File: src/rtl/sy_ppl_compress_enc.sv
// sy_ppl_compress_enc: RV64 to RVC compressor feeding a halfword-to-word packer with stream-end padding.
// Optional SY_COMPRESS_FP_EN also compresses fld/fsd into c.fld/c.fsd/c.fldsp/c.fsdsp.
module sy_ppl_compress_enc #(
    parameter bit CMP_EN = 1'b1,
    parameter int CNT_W = 32
) (
    input  logic             clk_i,
    input  logic             rst_i,
    input  logic             in_valid_i,
    output logic             in_ready_o,
    input  logic [31:0]      in_instr_i,
    input  logic             in_last_i,
    output logic             out_valid_o,
    input  logic             out_ready_i,
    output logic [31:0]      out_word_o,
    output logic             out_last_o,
    output logic [CNT_W-1:0] cmp_cnt_o,
    output logic [CNT_W-1:0] word_cnt_o
);
    typedef enum logic [1:0] {S_EMPTY, S_HALF, S_FLUSH} state_t;

    // Returns {hit, halfword}; hit only when an exact RVC equivalent exists.
    function automatic logic [16:0] compress(input logic [31:0] i);
        logic [4:0] rd, rs1, rs2;
        logic [2:0] f3, op;
        logic [6:0] f7;
        logic signed [11:0] ii, is;
        logic rdp, rs1p, rs2p, fp, w, d;
        rd = i[11:7];
        rs1 = i[19:15];
        rs2 = i[24:20];
        f3 = i[14:12];
        f7 = i[31:25];
        ii = i[31:20];
        is = {i[31:25], i[11:7]};
        rdp = rd[4:3] == 2'b01;
        rs1p = rs1[4:3] == 2'b01;
        rs2p = rs2[4:3] == 2'b01;
`ifdef SY_COMPRESS_FP_EN
        fp = 1'b1;
`else
        fp = 1'b0;
`endif
        w = f3 == 3'b010 && !i[2];
        d = f3 == 3'b011 && (!i[2] || fp);
        op = w ? 3'b010 : i[2] ? 3'b001 : 3'b011;
        compress = '0;
        case (i[6:0])
            7'b0010011: begin
                if (f3 == 3'b000) begin
                    if (rd == 0 && rs1 == 0 && ii == 0)
                        compress = {1'b1, 16'h0001};
                    else if (rd != 0 && rs1 == rd && ii != 0 && ii >= -32 && ii <= 31)
                        compress = {1'b1, 3'b000, ii[5], rd, ii[4:0], 2'b01};
                    else if (rd != 0 && rs1 == 0 && ii >= -32 && ii <= 31)
                        compress = {1'b1, 3'b010, ii[5], rd, ii[4:0], 2'b01};
                    else if (rd == 2 && rs1 == 2 && ii != 0 && ii[3:0] == 0 && ii >= -512 && ii <= 496)
                        compress = {1'b1, 3'b011, ii[9], 5'd2, ii[4], ii[6], ii[8:7], ii[5], 2'b01};
                    else if (rdp && rs1 == 2 && ii[1:0] == 0 && ii >= 4 && ii <= 1020)
                        compress = {1'b1, 3'b000, ii[5:4], ii[9:6], ii[2], ii[3], rd[2:0], 2'b00};
                end else if (f3 == 3'b001) begin
                    if (i[31:26] == 0 && rd != 0 && rs1 == rd && i[25:20] != 0)
                        compress = {1'b1, 3'b000, i[25], rd, i[24:20], 2'b10};
                end else if (f3 == 3'b101) begin
                    if ((i[31:26] == 6'b000000 || i[31:26] == 6'b010000) && rdp && rs1 == rd && i[25:20] != 0)
                        compress = {1'b1, 3'b100, i[25], 1'b0, i[30], rd[2:0], i[24:20], 2'b01};
                end else if (f3 == 3'b111) begin
                    if (rdp && rs1 == rd && ii >= -32 && ii <= 31)
                        compress = {1'b1, 3'b100, ii[5], 2'b10, rd[2:0], ii[4:0], 2'b01};
                end
            end
            7'b0011011: begin
                if (f3 == 3'b000 && rd != 0 && rs1 == rd && ii >= -32 && ii <= 31)
                    compress = {1'b1, 3'b001, ii[5], rd, ii[4:0], 2'b01};
            end
            7'b0110111: begin
                if (rd != 0 && rd != 2 && i[31:12] != 0 && i[31:17] == {15{i[17]}})
                    compress = {1'b1, 3'b011, i[17], rd, i[16:12], 2'b01};
            end
            7'b0110011: begin
                if (f7 == 0 && f3 == 0 && rd != 0 && rs2 != 0 && rs1 == 0)
                    compress = {1'b1, 4'b1000, rd, rs2, 2'b10};
                else if (f7 == 0 && f3 == 0 && rd != 0 && rs2 != 0 && rs1 == rd)
                    compress = {1'b1, 4'b1001, rd, rs2, 2'b10};
                else if (rdp && rs2p && rs1 == rd &&
                         ((f7 == 7'b0100000 && f3 == 3'b000) ||
                          (f7 == 0 && (f3 == 3'b100 || f3 == 3'b110 || f3 == 3'b111))))
                    compress = {1'b1, 6'b100011, rd[2:0], f3[1], f3[2] & ~f3[1] | f3[0], rs2[2:0], 2'b01};
            end
            7'b0111011: begin
                if (rdp && rs2p && rs1 == rd && f3 == 3'b000 && (f7 == 7'b0100000 || f7 == 0))
                    compress = {1'b1, 6'b100111, rd[2:0], 1'b0, ~f7[5], rs2[2:0], 2'b01};
            end
            7'b1100111: begin
                if (f3 == 0 && ii == 0 && rs1 != 0 && (rd == 0 || rd == 1))
                    compress = {1'b1, 3'b100, rd[0], rs1, 5'd0, 2'b10};
            end
            7'b1110011: begin
                if (i == 32'h0010_0073)
                    compress = {1'b1, 16'h9002};
            end
            7'b0000011, 7'b0000111: begin
                if (rs1 == 2 && rd != 0 && w && ii[1:0] == 0 && ii >= 0 && ii <= 252)
                    compress = {1'b1, 3'b010, ii[5], rd, ii[4:2], ii[7:6], 2'b10};
                else if (rs1 == 2 && rd != 0 && d && ii[2:0] == 0 && ii >= 0 && ii <= 504)
                    compress = {1'b1, op, ii[5], rd, ii[4:3], ii[8:6], 2'b10};
                else if (rdp && rs1p && w && ii[1:0] == 0 && ii >= 0 && ii <= 124)
                    compress = {1'b1, 3'b010, ii[5:3], rs1[2:0], ii[2], ii[6], rd[2:0], 2'b00};
                else if (rdp && rs1p && d && ii[2:0] == 0 && ii >= 0 && ii <= 248)
                    compress = {1'b1, op, ii[5:3], rs1[2:0], ii[7:6], rd[2:0], 2'b00};
            end
            7'b0100011, 7'b0100111: begin
                if (rs1 == 2 && w && is[1:0] == 0 && is >= 0 && is <= 252)
                    compress = {1'b1, 3'b110, is[5:2], is[7:6], rs2, 2'b10};
                else if (rs1 == 2 && d && is[2:0] == 0 && is >= 0 && is <= 504)
                    compress = {1'b1, op | 3'b100, is[5:3], is[8:6], rs2, 2'b10};
                else if (rs1p && rs2p && w && is[1:0] == 0 && is >= 0 && is <= 124)
                    compress = {1'b1, 3'b110, is[5:3], rs1[2:0], is[2], is[6], rs2[2:0], 2'b00};
                else if (rs1p && rs2p && d && is[2:0] == 0 && is >= 0 && is <= 248)
                    compress = {1'b1, op | 3'b100, is[5:3], rs1[2:0], is[7:6], rs2[2:0], 2'b00};
            end
            default: compress = '0;
        endcase
    endfunction

    state_t state;
    logic [15:0] res, lo, hi;
    logic [16:0] c;
    logic one, acc, out_free, split;

    assign c = CMP_EN ? compress(in_instr_i) : 17'd0;
    // Pre-compressed halfwords never match a 32-bit opcode, so c[16] implies a full-width source.
    assign one = in_instr_i[1:0] != 2'b11 || c[16];
    assign lo = c[16] ? c[15:0] : in_instr_i[15:0];
    assign hi = in_instr_i[31:16];
    assign out_free = !out_valid_o || out_ready_i;
    assign in_ready_o = state != S_FLUSH && out_free;
    assign acc = in_valid_i && in_ready_o;
    assign split = state == S_HALF && !one;

    always_ff @(posedge clk_i) begin
        if (rst_i) begin
            state <= S_EMPTY;
            res <= '0;
            out_valid_o <= 1'b0;
            out_word_o <= '0;
            out_last_o <= 1'b0;
            cmp_cnt_o <= '0;
            word_cnt_o <= '0;
        end else begin
            if (out_valid_o && out_ready_i) begin
                out_valid_o <= 1'b0;
                word_cnt_o <= word_cnt_o + CNT_W'(1);
            end
            if (state == S_FLUSH && out_free) begin
                out_valid_o <= 1'b1;
                out_word_o <= {16'h0001, res};
                out_last_o <= 1'b1;
                state <= S_EMPTY;
            end else if (acc) begin
                cmp_cnt_o <= cmp_cnt_o + CNT_W'(one);
                if (state == S_EMPTY && one && !in_last_i) begin
                    res <= lo;
                    state <= S_HALF;
                end else begin
                    out_valid_o <= 1'b1;
                    out_word_o <= state == S_EMPTY ? (one ? {16'h0001, lo} : {hi, lo}) : {lo, res};
                    out_last_o <= in_last_i && !split;
                    res <= hi;
                    state <= split ? (in_last_i ? S_FLUSH : S_HALF) : S_EMPTY;
                end
            end
        end
    end
endmodule

File: config.mk
export PLATFORM = sky130hd
export DESIGN_NAME = sy_ppl_compress_enc
export DESIGN_NICKNAME = d
export VERILOG_FILES = /design/src/rtl/sy_ppl_compress_enc.sv
export SDC_FILE = /design/constraint.sdc
export NUM_CORES = 1
export LEC_CHECK = 0
export ABC_AREA = 1
export CORE_UTILIZATION = 45
export CTS_BUF_LIST = sky130_fd_sc_hd__clkbuf_8
export CTS_CLUSTER_DIAMETER = 100
export DETAILED_ROUTE_END_ITERATION = 16
export GPL_TIMING_DRIVEN = 0
export PLACE_DENSITY = 0.8
export SLEW_MARGIN = 20
export SYNTH_ARGS = -nofsm -noshare
export SYNTH_HDL_FRONTEND = slang
export SYNTH_SLANG_ARGS = --single-unit
File: constraint.sdc
create_clock -name clk_i -period 6.07 [get_ports clk_i]
set_input_delay 1.214 -clock clk_i [delete_from_list [all_inputs] [get_ports clk_i]]
set_output_delay 1.214 -clock clk_i [all_outputs]
set_load 0.02 [all_outputs]
==> results by group <==
Clock network
  • CTS Buf Count: 17
  • CTS max path bufs: 2
  • CTS root buffer: clkbuf_8
  • Postcts setup bufs: 0
  • Clk_lat worst skew: 440 ps
  • Gates resized, CTS repair: 0
  • CTS HTree Levels: 4
  • CTS tree: done
  • Hold buffers post-CTS: 0
  • Clock-pin transition on the worst setup and hold timing paths: 70 ps
  • Clk sinks: 116

Floorplan
  • Die Y: 140.2 um
  • Chip width: 140.2 um
  • Core footprint: 18710 um2
  • # IOs: 136
  • FP Rows: 50
  • Initial core utilization: 0.4597
  • Die area: 19670 um2

Global route
  • Busiest grt layer: met2
  • Largest net degree at the start of global routing: 17
  • Initial antenna violation count: 0
  • GRT Resource Usage Total: 0.3473
  • Vias in the first global route: 9450
  • First-pass GRT wire length: 52300 um
  • Gr ovfl total: 0
  • M1 GR Usage: 0.4920
  • Grt met2 use: 0.5208
  • Met3 global-route usage: 0.06803

STA
  • Max Slew Vio Count: 0
  • Setup ws final: 319.5 ps
  • Worst-case clock skew: 9.243 ps
  • Final Hold Viols: 0
  • Endpoints failing setup: 0
  • Fin crit share: 0.9474
  • Headroom to the max-slew limit: 0.5186
  • Max Fclk: 173.9 MHz
  • Worst-margin pin slew: 714.5 ps
  • RSZ-0062 raised after global routing: no
  • Min Tclk post-route: 5750 ps

Final layout
  • Area grow syn2layout: 22.83%
  • Util after Layout: 0.5647
  • Most common cell after layout, fill and taps aside: nand2_1
  • Commonest cells after routing, fill and taps aside: nand2_1 (417), nor2_1 (203), nand3_1 (145)
  • Layout cells sized above 1: 0.09181
  • Cell area after layout: 10560 um2
  • Antenna Cells: 0
  • Finished Layout Cells: 1846
  • Layout Nets: 1640

Drt
  • WL/cell: 18.32 um
  • Vias: 10472
  • DR iter-0 viols: 1263
  • Drt total wl: 33820 um
  • Drc violations: 0
  • Remaining antenna violation count: 0
  • Vias/cell: 5.673
  • DR pass1 iterations: 5

Status
  • Outcome: completed

Logic synthesis
  • Cell count after synthesis: 1457
  • Yosys warns: 0
  • Yosys reg bits: 116
  • Synthesized area: 8599 um2
  • Post-synth top flop: dfxtp_1
  • Syn nets: 1498
  • Avg Cell Area, Syn: 5.902 um2
  • Seq/Total Area, Yosys: 0.2700
  • Netlist cell types: 45
  • Ys async rst share: 0
  • Post-synth EDFFs: 0

Worst hold path
  • Hold path startpoint: out_word_o[13]
  • Hold EP: out_word_o[13]
  • Hold depth: 2
  • Hold Crit Class: flip-flop to flip-flop

Worst setup path
  • Flop-to-flop setup slack: 3280 ps
  • Max Fanout on Critical Path: 7
  • Reg2reg start: state[0]
  • Worst EP arrival: 6100 ps
  • CP startpoint kind: input pin
  • WP buf/inv: 2
  • FF-to-FF End: cmp_cnt_o[25]
  • Crit path kind: input pin to flip-flop
  • Worst setup EP type: flip-flop
  • Worst Reg2Reg Path Length in Cells: 15
  • Cell mode on critical path: nand2_1
  • CP delay by family, top: simple AND/OR/NAND/NOR gates
  • CP max stage cell: clkdlybuf4s50_1
  • Delay of the slowest critical-path stage: 840 ps
  • CP required: 6410 ps

Power and ir drop
  • P_leak: 4.394 nW
  • Max VDD drop: 0.0001387 V
  • PD cells: 186.9 nW/um2

Placed design
  • Port Buffers: 123
  • Placed Cells incl. Taps: 1814
  • Final RePlAce weighted congestion: 1.062
  • Pre-CTS setup slack: -37.15 ps
  • Post-DP HPWL: 26670 um
  • DP Area: 10120 um2

Flow run
  • Number of max-cap violations: 0
==> logic make-up after synthesis <==
group	share of synthesized area
compound gates	0.1164
xor+xnor	0.02037
fa+ha+maj	0.005820
buf+inv	0.09748
flops	0.2700
simple gates	0.4899
==> worst max-delay path by stage <==
stage | cells past startpoint | to | slack (ps) | from
after global placement | 24 | cmp_cnt_o[29] | 30 | in_instr_i[17]
after CTS | 23 | cmp_cnt_o[25] | 380 | in_instr_i[17]
final | 25 | cmp_cnt_o[25] | 320 | in_instr_i[16]
after floorplan | 25 | cmp_cnt_o[25] | 1850 | in_instr_i[17]
after detailed placement | 23 | cmp_cnt_o[25] | -40 | in_instr_i[17]
after global routing | 25 | cmp_cnt_o[29] | 40 | in_instr_i[28]
==> layout make-up <==
cell class / count / area [um2]
Buffer: 46 / 254.0
Tap cell: 234 / 292.8
Multi-Input combinational cell: 1140 / 5448
Clock inverter: 13 / 166.4
Clock buffer: 19 / 261.5
Sequential cell: 116 / 2322
Fill cell: 1872 / 8143
Timing Repair Buffer: 123 / 1231
Inverter: 155 / 586.8
==> layer usage <==
metal,wire length (um),vias up
met5,0,-
met4,965,0
met3,3719,69
met2,14200,599
met1,14940,4790
li1,-,5014
==> synth_stat cells (4+ instances only) <==
library cell,number,area (um2)
nand4_1,38,237.7
nand2_2,9,56.30
buf_2,11,55.05
nor2_4,10,112.6
nand3_1,145,725.7
dfxtp_1,116,2322
o21ai_0,62,310.3
nor3_1,35,175.2
a21oi_1,85,425.4
nand2_1,417,1565
buf_4,8,60.06
clkbuf_1,21,78.83
nand3_2,9,90.09
o21ai_1,30,150.1
nor2_1,203,762.0
nand2_4,4,45.04
xnor2_1,9,78.83
ha_1,4,50.05
inv_1,124,465.5
o21a_1,6,45.04
xor2_1,11,96.34
inv_2,28,105.1
buf_6,5,56.30
nand3b_1,7,52.55
nor4_1,8,50.05
nor2_2,20,125.1
nand3_4,4,70.07
==> sequential cells by signal, indices dropped and copies added, names as in the netlist <==
signal	cells
res	16
state	2
out_word_o	32
word_cnt_o	32
out_valid_o	1
out_last_o	1
cmp_cnt_o	32
==> power breakdown <==
part,internal [mW],switching [mW]
Combinational,0.127,0.261
Clock,0.461,0.315
Sequential,0.792,0.0180
==> stage by stage <==
| step | TNS, ps | power [mW] | hold WS [ps] |
|---|---|---|---|
| 5_1_grt | 0 | 2.040 | 481.7 |
| 4_1_cts | 0 | 1.966 | 468.2 |
| 6_report | 0 | 1.974 | 465.7 |
| 3_5_place_dp | -46.26 | 1.202 | 454.7 |
| 2_1_floorplan | 0 | 1.047 | 445.4 |
| 3_3_place_gp | 0 | 1.198 | 453.4 |
==> worst min-delay path: stages (launching register included) <==
cell     delay (ps)
dfxtp_1         310
nand2_1          60
a21oi_1          50
Power figures use the tool's default switching activity.
